===== src/rtl/frame_decoder_pkg.sv =====
// Shared types, symbol encodings and helpers for the frame decoder.
package frame_decoder_pkg;

    // Decoder FSM states.
    typedef enum logic [1:0] {
        IDLE  = 2'd0,
        FIELD = 2'd1,
        SEP   = 2'd2
    } state_e;

    // One-hot symbol positions in the 6-bit rail vector.
    localparam logic [5:0] SYM_FS   = 6'b000001;
    localparam logic [5:0] SYM_FE   = 6'b000010;
    localparam logic [5:0] SYM_FD   = 6'b000100;
    localparam logic [5:0] SYM_X0   = 6'b001000;
    localparam logic [5:0] SYM_ONE  = 6'b010000;
    localparam logic [5:0] SYM_ZERO = 6'b100000;

    // Number of rails high; more than one in an accept cycle is an error.
    function automatic logic [2:0] popcount6(input logic [5:0] v);
        logic [2:0] n;
        n = 3'd0;
        for (int i = 0; i < 6; i++) begin
            n = n + {2'b00, v[i]};
        end
        return n;
    endfunction

endpackage


===== src/rtl/frame_decoder_n_if.sv =====
// Symbol link and channel command bundle between the link side and the decoder.
//
// Handshake: four-phase. A rail rising while no ack is outstanding is one
// symbol; its ack rises the next cycle, stays high while the rail stays high,
// and falls the cycle after the rail falls. No new symbol is taken until every
// ack is low again.
interface frame_decoder_n_if #(
    parameter int N_CH = 2,
    parameter int W    = 4
);
    logic                      Fs, Fe, Fd, X0, One, Zero;
    logic                      Fs_ack, Fe_ack, Fd_ack, X0_ack, one_ack, zero_ack;
    logic [N_CH-1:0]           ch_up;
    logic [N_CH-1:0]           ch_down;
    logic [N_CH*(W-1)-1:0]     ch_mag;
    logic                      frame_valid;
    logic                      frame_err;

    // Link side: drives rails, observes acks and commands.
    modport master (
        output Fs, Fe, Fd, X0, One, Zero,
        input  Fs_ack, Fe_ack, Fd_ack, X0_ack, one_ack, zero_ack,
        input  ch_up, ch_down, ch_mag, frame_valid, frame_err
    );

    // Decoder side.
    modport slave (
        input  Fs, Fe, Fd, X0, One, Zero,
        output Fs_ack, Fe_ack, Fd_ack, X0_ack, one_ack, zero_ack,
        output ch_up, ch_down, ch_mag, frame_valid, frame_err
    );
endinterface


===== src/rtl/frame_decoder_n_sym_handshake.sv =====
// Four-phase acknowledge for the six symbol rails; emits one strobe per symbol.
module sym_handshake
    import frame_decoder_pkg::*;
(
    input  logic       clk,
    input  logic       rst_n,
    input  logic [5:0] rails_i,
    output logic [5:0] ack_o,
    output logic       sym_stb_o,
    output logic [5:0] sym_o,
    output logic       multi_o
);
    logic [5:0] ack_q, ack_d;
    logic       busy_q, busy_d;
    logic       accept;

    // A symbol is taken only when no ack is outstanding.
    assign accept    = !busy_q && (rails_i != 6'b0);
    assign sym_stb_o = accept;
    assign sym_o     = rails_i;
    assign multi_o   = popcount6(rails_i) > 3'd1;
    assign ack_o     = ack_q;

    // Acks latch the accepted rails, then track each rail until it drops.
    always_comb begin
        ack_d  = accept ? rails_i : (ack_q & rails_i);
        busy_d = |ack_d;
    end

    // Ack and busy registers.
    always_ff @(posedge clk or negedge rst_n) begin
        if (!rst_n) begin
            ack_q  <= 6'b0;
            busy_q <= 1'b0;
        end else begin
            ack_q  <= ack_d;
            busy_q <= busy_d;
        end
    end
endmodule


===== src/rtl/frame_decoder_n.sv =====
// Frame decoder: assembles per-channel signed-magnitude fields from the symbol
// stream and publishes them as up/down/magnitude commands on a good frame end.
module frame_decoder_n
    import frame_decoder_pkg::*;
#(
    parameter int N_CH = 2,
    parameter int W    = 4
) (
    input  logic              clk,
    input  logic              rst_n,
    frame_decoder_n_if.slave  bus,
    output state_e            state_o
);
    localparam int BW = $clog2(W);
    localparam int CW = (N_CH > 1) ? $clog2(N_CH) : 1;
    localparam int MW = N_CH * (W - 1);

    logic [5:0] rails, acks, sym;
    logic       sym_stb, multi;
    logic       is_fs, is_fe, is_fd, is_x0, is_one, is_zero;

    state_e                    state_q, state_d;
    logic [CW-1:0]             chan_q, chan_d;
    logic [BW-1:0]             bit_q, bit_d;
    logic [W-1:0]              field_q, field_d;
    logic [N_CH-1:0][W-1:0]    shadow_q, shadow_d;
    logic [N_CH-1:0]           up_q, up_d, down_q, down_d;
    logic [MW-1:0]             mag_q, mag_d;
    logic                      valid_q, valid_d, err_q, err_d;

    assign rails = {bus.Zero, bus.One, bus.X0, bus.Fd, bus.Fe, bus.Fs};

    sym_handshake u_hs (
        .clk       (clk),
        .rst_n     (rst_n),
        .rails_i   (rails),
        .ack_o     (acks),
        .sym_stb_o (sym_stb),
        .sym_o     (sym),
        .multi_o   (multi)
    );

    assign {bus.zero_ack, bus.one_ack, bus.X0_ack, bus.Fd_ack, bus.Fe_ack, bus.Fs_ack} = acks;

    assign is_fs   = |(sym & SYM_FS);
    assign is_fe   = |(sym & SYM_FE);
    assign is_fd   = |(sym & SYM_FD);
    assign is_x0   = |(sym & SYM_X0);
    assign is_one  = |(sym & SYM_ONE);
    assign is_zero = |(sym & SYM_ZERO);

    assign bus.ch_up       = up_q;
    assign bus.ch_down     = down_q;
    assign bus.ch_mag      = mag_q;
    assign bus.frame_valid = valid_q;
    assign bus.frame_err   = err_q;
    assign state_o         = state_q;

    // Frame FSM: next state, field assembly, shadow capture and commit.
    always_comb begin
        state_d  = state_q;
        chan_d   = chan_q;
        bit_d    = bit_q;
        field_d  = field_q;
        shadow_d = shadow_q;
        up_d     = up_q;
        down_d   = down_q;
        mag_d    = mag_q;
        valid_d  = 1'b0;
        err_d    = 1'b0;
        if (sym_stb) begin
            if (multi) begin
                err_d   = 1'b1;
                state_d = IDLE;
            end else if (is_fd) begin
                // Discard is silent; the shadow is simply never committed.
                state_d = IDLE;
            end else begin
                case (state_q)
                    IDLE: begin
                        if (is_fs) begin
                            state_d = FIELD;
                            chan_d  = '0;
                            bit_d   = '0;
                        end else begin
                            err_d = 1'b1;
                        end
                    end
                    FIELD: begin
                        if (is_one || is_zero) begin
                            field_d = {field_q[W-2:0], is_one};
                            if (bit_q == BW'(W - 1)) begin
                                shadow_d[chan_q] = field_d;
                                state_d          = SEP;
                            end else begin
                                bit_d = bit_q + BW'(1);
                            end
                        end else if (is_fs) begin
                            // A fresh start mid-frame restarts from channel 0.
                            err_d   = 1'b1;
                            state_d = FIELD;
                            chan_d  = '0;
                            bit_d   = '0;
                        end else begin
                            err_d   = 1'b1;
                            state_d = IDLE;
                        end
                    end
                    SEP: begin
                        if (is_x0 && (chan_q != CW'(N_CH - 1))) begin
                            chan_d  = chan_q + CW'(1);
                            bit_d   = '0;
                            state_d = FIELD;
                        end else if (is_fe && (chan_q == CW'(N_CH - 1))) begin
                            for (int c = 0; c < N_CH; c++) begin
                                up_d[c]   =  shadow_q[c][W-1] & (|shadow_q[c][W-2:0]);
                                down_d[c] = ~shadow_q[c][W-1] & (|shadow_q[c][W-2:0]);
                                mag_d[c*(W-1) +: W-1] = shadow_q[c][W-2:0];
                            end
                            valid_d = 1'b1;
                            state_d = IDLE;
                        end else if (is_fs) begin
                            err_d   = 1'b1;
                            state_d = FIELD;
                            chan_d  = '0;
                            bit_d   = '0;
                        end else begin
                            err_d   = 1'b1;
                            state_d = IDLE;
                        end
                    end
                    default: state_d = IDLE;
                endcase
            end
        end
    end

    // State, datapath and output registers.
    always_ff @(posedge clk or negedge rst_n) begin
        if (!rst_n) begin
            state_q  <= IDLE;
            chan_q   <= '0;
            bit_q    <= '0;
            field_q  <= '0;
            shadow_q <= '0;
            up_q     <= '0;
            down_q   <= '0;
            mag_q    <= '0;
            valid_q  <= 1'b0;
            err_q    <= 1'b0;
        end else begin
            state_q  <= state_d;
            chan_q   <= chan_d;
            bit_q    <= bit_d;
            field_q  <= field_d;
            shadow_q <= shadow_d;
            up_q     <= up_d;
            down_q   <= down_d;
            mag_q    <= mag_d;
            valid_q  <= valid_d;
            err_q    <= err_d;
        end
    end
endmodule


===== src/flat_wrapper.sv =====
// flat-port wrapper written by rule: the top's interface ports become plain ports
module frame_decoder_n_flat import frame_decoder_pkg::*;
#(
    parameter int N_CH = 2,
    parameter int W    = 4
)
  (clk, rst_n, state_o, bus_Fs, bus_Fe, bus_Fd, bus_X0, bus_One, bus_Zero, bus_Fs_ack, bus_Fe_ack, bus_Fd_ack, bus_X0_ack, bus_one_ack, bus_zero_ack, bus_ch_up, bus_ch_down, bus_ch_mag, bus_frame_valid, bus_frame_err);
  frame_decoder_n_if #(.N_CH(N_CH), .W(W)) bus_i ();
  input  logic clk;
  input  logic rst_n;
  output state_e state_o;
  input wire logic [$bits(bus_i.Fs)-1:0] bus_Fs;
  input wire logic [$bits(bus_i.Fe)-1:0] bus_Fe;
  input wire logic [$bits(bus_i.Fd)-1:0] bus_Fd;
  input wire logic [$bits(bus_i.X0)-1:0] bus_X0;
  input wire logic [$bits(bus_i.One)-1:0] bus_One;
  input wire logic [$bits(bus_i.Zero)-1:0] bus_Zero;
  output wire logic [$bits(bus_i.Fs_ack)-1:0] bus_Fs_ack;
  output wire logic [$bits(bus_i.Fe_ack)-1:0] bus_Fe_ack;
  output wire logic [$bits(bus_i.Fd_ack)-1:0] bus_Fd_ack;
  output wire logic [$bits(bus_i.X0_ack)-1:0] bus_X0_ack;
  output wire logic [$bits(bus_i.one_ack)-1:0] bus_one_ack;
  output wire logic [$bits(bus_i.zero_ack)-1:0] bus_zero_ack;
  output wire logic [$bits(bus_i.ch_up)-1:0] bus_ch_up;
  output wire logic [$bits(bus_i.ch_down)-1:0] bus_ch_down;
  output wire logic [$bits(bus_i.ch_mag)-1:0] bus_ch_mag;
  output wire logic [$bits(bus_i.frame_valid)-1:0] bus_frame_valid;
  output wire logic [$bits(bus_i.frame_err)-1:0] bus_frame_err;
  assign bus_i.Fs = bus_Fs;
  assign bus_i.Fe = bus_Fe;
  assign bus_i.Fd = bus_Fd;
  assign bus_i.X0 = bus_X0;
  assign bus_i.One = bus_One;
  assign bus_i.Zero = bus_Zero;
  assign bus_Fs_ack = bus_i.Fs_ack;
  assign bus_Fe_ack = bus_i.Fe_ack;
  assign bus_Fd_ack = bus_i.Fd_ack;
  assign bus_X0_ack = bus_i.X0_ack;
  assign bus_one_ack = bus_i.one_ack;
  assign bus_zero_ack = bus_i.zero_ack;
  assign bus_ch_up = bus_i.ch_up;
  assign bus_ch_down = bus_i.ch_down;
  assign bus_ch_mag = bus_i.ch_mag;
  assign bus_frame_valid = bus_i.frame_valid;
  assign bus_frame_err = bus_i.frame_err;
  frame_decoder_n #(.N_CH(N_CH), .W(W)) u_core (.clk(clk), .rst_n(rst_n), .bus(bus_i), .state_o(state_o));
endmodule

===== config.mk =====
export PLATFORM = sky130hd
export DESIGN_NAME = frame_decoder_n_flat
export DESIGN_NICKNAME = d
export VERILOG_FILES = /design/src/rtl/frame_decoder_pkg.sv /design/src/rtl/frame_decoder_n_if.sv /design/src/rtl/frame_decoder_n_sym_handshake.sv /design/src/rtl/frame_decoder_n.sv /design/src/flat_wrapper.sv
export SDC_FILE = /design/constraint.sdc
export NUM_CORES = 1
export LEC_CHECK = 0
export CAP_MARGIN = 10
export CORE_ASPECT_RATIO = 0.8
export CORE_MARGIN = 4
export CORE_UTILIZATION = 47
export DETAILED_ROUTE_END_ITERATION = 8
export GPL_TIMING_DRIVEN = 0
export PLACE_DENSITY = 0.74
export RECOVER_POWER = 25
export SKIP_LAST_GASP = 1
export SYNTH_ARGS = -nofsm -noshare
export SYNTH_HDL_FRONTEND = slang
export SYNTH_SLANG_ARGS = --single-unit

===== constraint.sdc =====
create_clock -name clk -period 2.3 [get_ports clk]
set_clock_uncertainty 0.1 [all_clocks]
set_input_delay 0.23 -clock clk [delete_from_list [all_inputs] [get_ports clk]]
set_output_delay 0.23 -clock clk [all_outputs]
set_load 0.05 [all_outputs]

==> out/results.ini <==
[yosys]
ys_seq_area_frac=0.5058
ys_seq_elements=35
post_synth.cell_area_avg_um2=12.83
synthTopCellsByArea=dfrtp_1 51%, mux2_2 15%, ha_1 4.3%
synth_common_cells=35 x dfrtp_1, 23 x mux2_2, 13 x inv_1, 6 x ha_1, 5 x nor2b_1
synth_ff_type=dfrtp_1
yosysMostFrequentCell=dfrtp_1
synth_area_mm2=0.001732
synthArstFlopShare=1.000
yosysWarningCount=0
synth_area_leader_cell=dfrtp_1
synth_nets=152
synth_top_area_share=0.5058
syn_inst=135
synth_edf_count=0
yosys.cell_types.count=36

[routing]
drt-total-wl_mm=3.997
firstDrtPassIters=5
drt_iter0_drc=42
wl_per_cell_um=18.17
num_vias=1227
drc=0
viasPerCell=5.577
ant_nets=0

[setup_path]
critical_path.top_delay_family=adder cells
worstPathRequired_ps=2380
cp-start-kind=input pin
cpMostUsedCell=fa_1
r2r_cells=6
slowest_delay_ps=570
r2r_start=u_core.state_o[0]
cp_max_fo=4
setup.worst_path.class=in -> reg
rrSetupSlack_ps=80
arrival_ps=3350
crit_slowest_cell=or4b_4
cp_cell_sequence=buf_8, fa_1, inv_2, fa_1, nor2b_2, fa_2, nor3_4, nand3b_1, or4b_4, mux2_4
worst_setup_path_end_kind=flop
worstPathBufferInverterCount=2
r2r_end=u_core.chan_q

[worst_hold_path]
whs_path_depth=2
min_from=bus_Zero
hold_end=u_core.u_hs.ack_o[5]
hold_path_class=in -> reg

[clocking]
clockRootBuffer=clkbuf_8
htree_levels=2
ctsLongestPathBuffers=2
cts.clk_slew.worst_paths_ps=70
clock_latency_ps=290
cts_tree=built
cts_sinks=35
cts-buffers-inserted=5

[pwr]
peakVddDrop_v=0.0003952
intPower_mw=1.354
p_switching_mw=0.6696
pwr_density_cell_mw_per_mm2=858.0
power_mw=2.024
p_seq_frac=0.360
netSwitchingFraction=0.3309
p_leak_nw=1.091
power.share.combinational=0.313
pwr-share-clk=0.326

[die]
coreArea_mm2=0.003495
dieArea_mm2=0.004726
fp.dieH_um=62.29
ios=28
fp.dieW_um=75.87
placementRows=19
start_util=0.4955

[timing]
maxSlewHeadroom=0.4204
rsz0062_at_grt=yes
period_share=1.421
maxSlewViolCount=0
hold_viol=0
worst_slew_pin_slew_ps=869.4
setup_viol=27
layout_setup_ws_ps=-968.1
max_freq_mhz=306.0
post-route-min-period_ps=3268
hold_ws_ps=77.39

[global_route]
grt_pass1_vias=1380
grt_pass1_wl_mm=6.748
grt_max_degree=36
antenna_found_initial=0
gr-total-overflow=0
track_usage=0.1871

[status]
status=finished, violations left
violations=setup timing

[place]
io_buffers=27
gp_congestion=0.8629
place_inst=204
dp_hpwl_mm=2.656

[cells_and_area]
instances_no_fill=220
layout.nets=194
syn_to_final_growth_pct=36.20
seq_area_um2=875.8
n_antenna_cell=0
fillers=248
drive_gt1_frac=0.3427
multi_input_area_um2=895.9

[job]
drv_cap=0

[power groups by stage]
| stage | Sequential [mW] | Combinational (mW) | Clock, mW |
|---|---|---|---|
| floorplan | 0.888 | 0.226 | 0 |
| global placement | 0.733 | 0.549 | 0 |
| detailed placement | 0.739 | 0.567 | 0 |
| CTS | 0.728 | 0.593 | 0.671 |
| global route | 0.737 | 0.681 | 0.702 |
| finish | 0.729 | 0.634 | 0.660 |
[per-layer routing]
metal / vias to the layer above / track usage / part of all wire
met2: 37 / 0.2959 / 0.51
met1: 627 / 0.2333 / 0.42
met3: 4 / 0.05000 / 0.060
met5: - / 0 / 0
met4: 0 / 0.08515 / 0.0095
li1: 559 / - / -
[layout make-up]
cell class | instances | area share
plain buffers | 2 | 0.006897
clock buffers | 6 | 0.03077
clock inverters | 2 | 0.02546
inverters | 13 | 0.02069
multi-input cells | 85 | 0.3798
flip-flops and latches | 35 | 0.3714
well taps | 42 | 0.02228
repair buffers | 35 | 0.1427
[worst register-to-register path, stage by stage, from the launching register on]
cell,delay [ps]
dfrtp_1,420
ha_1,250
or4_4,570
a2111oi_4,290
buf_4,190
a41oi_1,90
a41oi_1,220
[cell families (layout without fill, tap and decap cells)]
group / Yosys count / after routing / synth area share
compound gates: 21 / 21 / 0.09899
fa+ha+maj: 9 / 9 / 0.07803
buf+inv: 15 / 58 / 0.03757
flops: 35 / 35 / 0.5058
mux: 24 / 24 / 0.1582
simple gates: 31 / 31 / 0.1214
[through the flow]
| step | cell area, um2 | util | setup WS (ps) | setup TNS (ps) |
|---|---|---|---|---|
| 2_1_floorplan | 1769 | - | -872.8 | -18330 |
| 3_3_place_gp | 2092 | 0.5986 | -1683 | -41040 |
| 3_5_place_dp | 2087 | 0.5972 | -1718 | -41170 |
| 4_1_cts | 2316 | 0.6627 | -947.9 | -19490 |
| 5_1_grt | 2359 | 0.6749 | -1043 | -22560 |
| 6_report | 2359 | 0.6749 | -968.1 | -20690 |
[sequential cells by signal, summed over array words and instances, names as in the netlist]
signal and count:
u_core.field_q 3, u_core.state_o 2, u_core.u_hs.busy_q 1, u_core.bus.frame_valid 1, u_core.bus.ch_mag 6, u_core.bit_q 2
u_core.bus.ch_down 2, u_core.chan_q 1, u_core.u_hs.ack_o 6, u_core.bus.frame_err 1, u_core.shadow_q 8, u_core.bus.ch_up 2
[placed cells by master, fill, tap and decap left out, drive strengths merged, types with 3 or more instances in the layout]
cell / synthesis / layout
a21boi: 3 / 3
a21oi: 4 / 4
and3: 3 / 3
buf: 2 / 12
clkbuf: 0 / 7
clkdlybuf4s50: 0 / 21
dfrtp: 35 / 35
fa: 3 / 3
ha: 6 / 6
inv: 13 / 13
mux2: 24 / 24
nor2: 4 / 4
nor2b: 5 / 5
nor3: 4 / 4
[repair_timing]
item / CTS / global route
hold buffers: 1 / 0
gates resized for setup: 28 / 10
setup endpoints to repair: 29 / 27
setup buffers: 6 / 1
pin swaps: 8 / 3
gates cloned: 0 / 0
hold endpoints to repair: 35 / 0
[worst max path at each step]
stage / start / endpoint / cells after the start
after floorplan: bus_Zero / u_core.bit_q[0] / 9
after global placement: bus_One / u_core.shadow_q[7] / 10
after detailed placement: bus_Fd / u_core.field_q[0] / 10
after CTS: bus_One / u_core.shadow_q[4] / 10
after global routing: bus_One / u_core.shadow_q[1] / 12
final: bus_One / u_core.shadow_q[4] / 10
No activity file was read; power rests on OpenSTA's default activity.
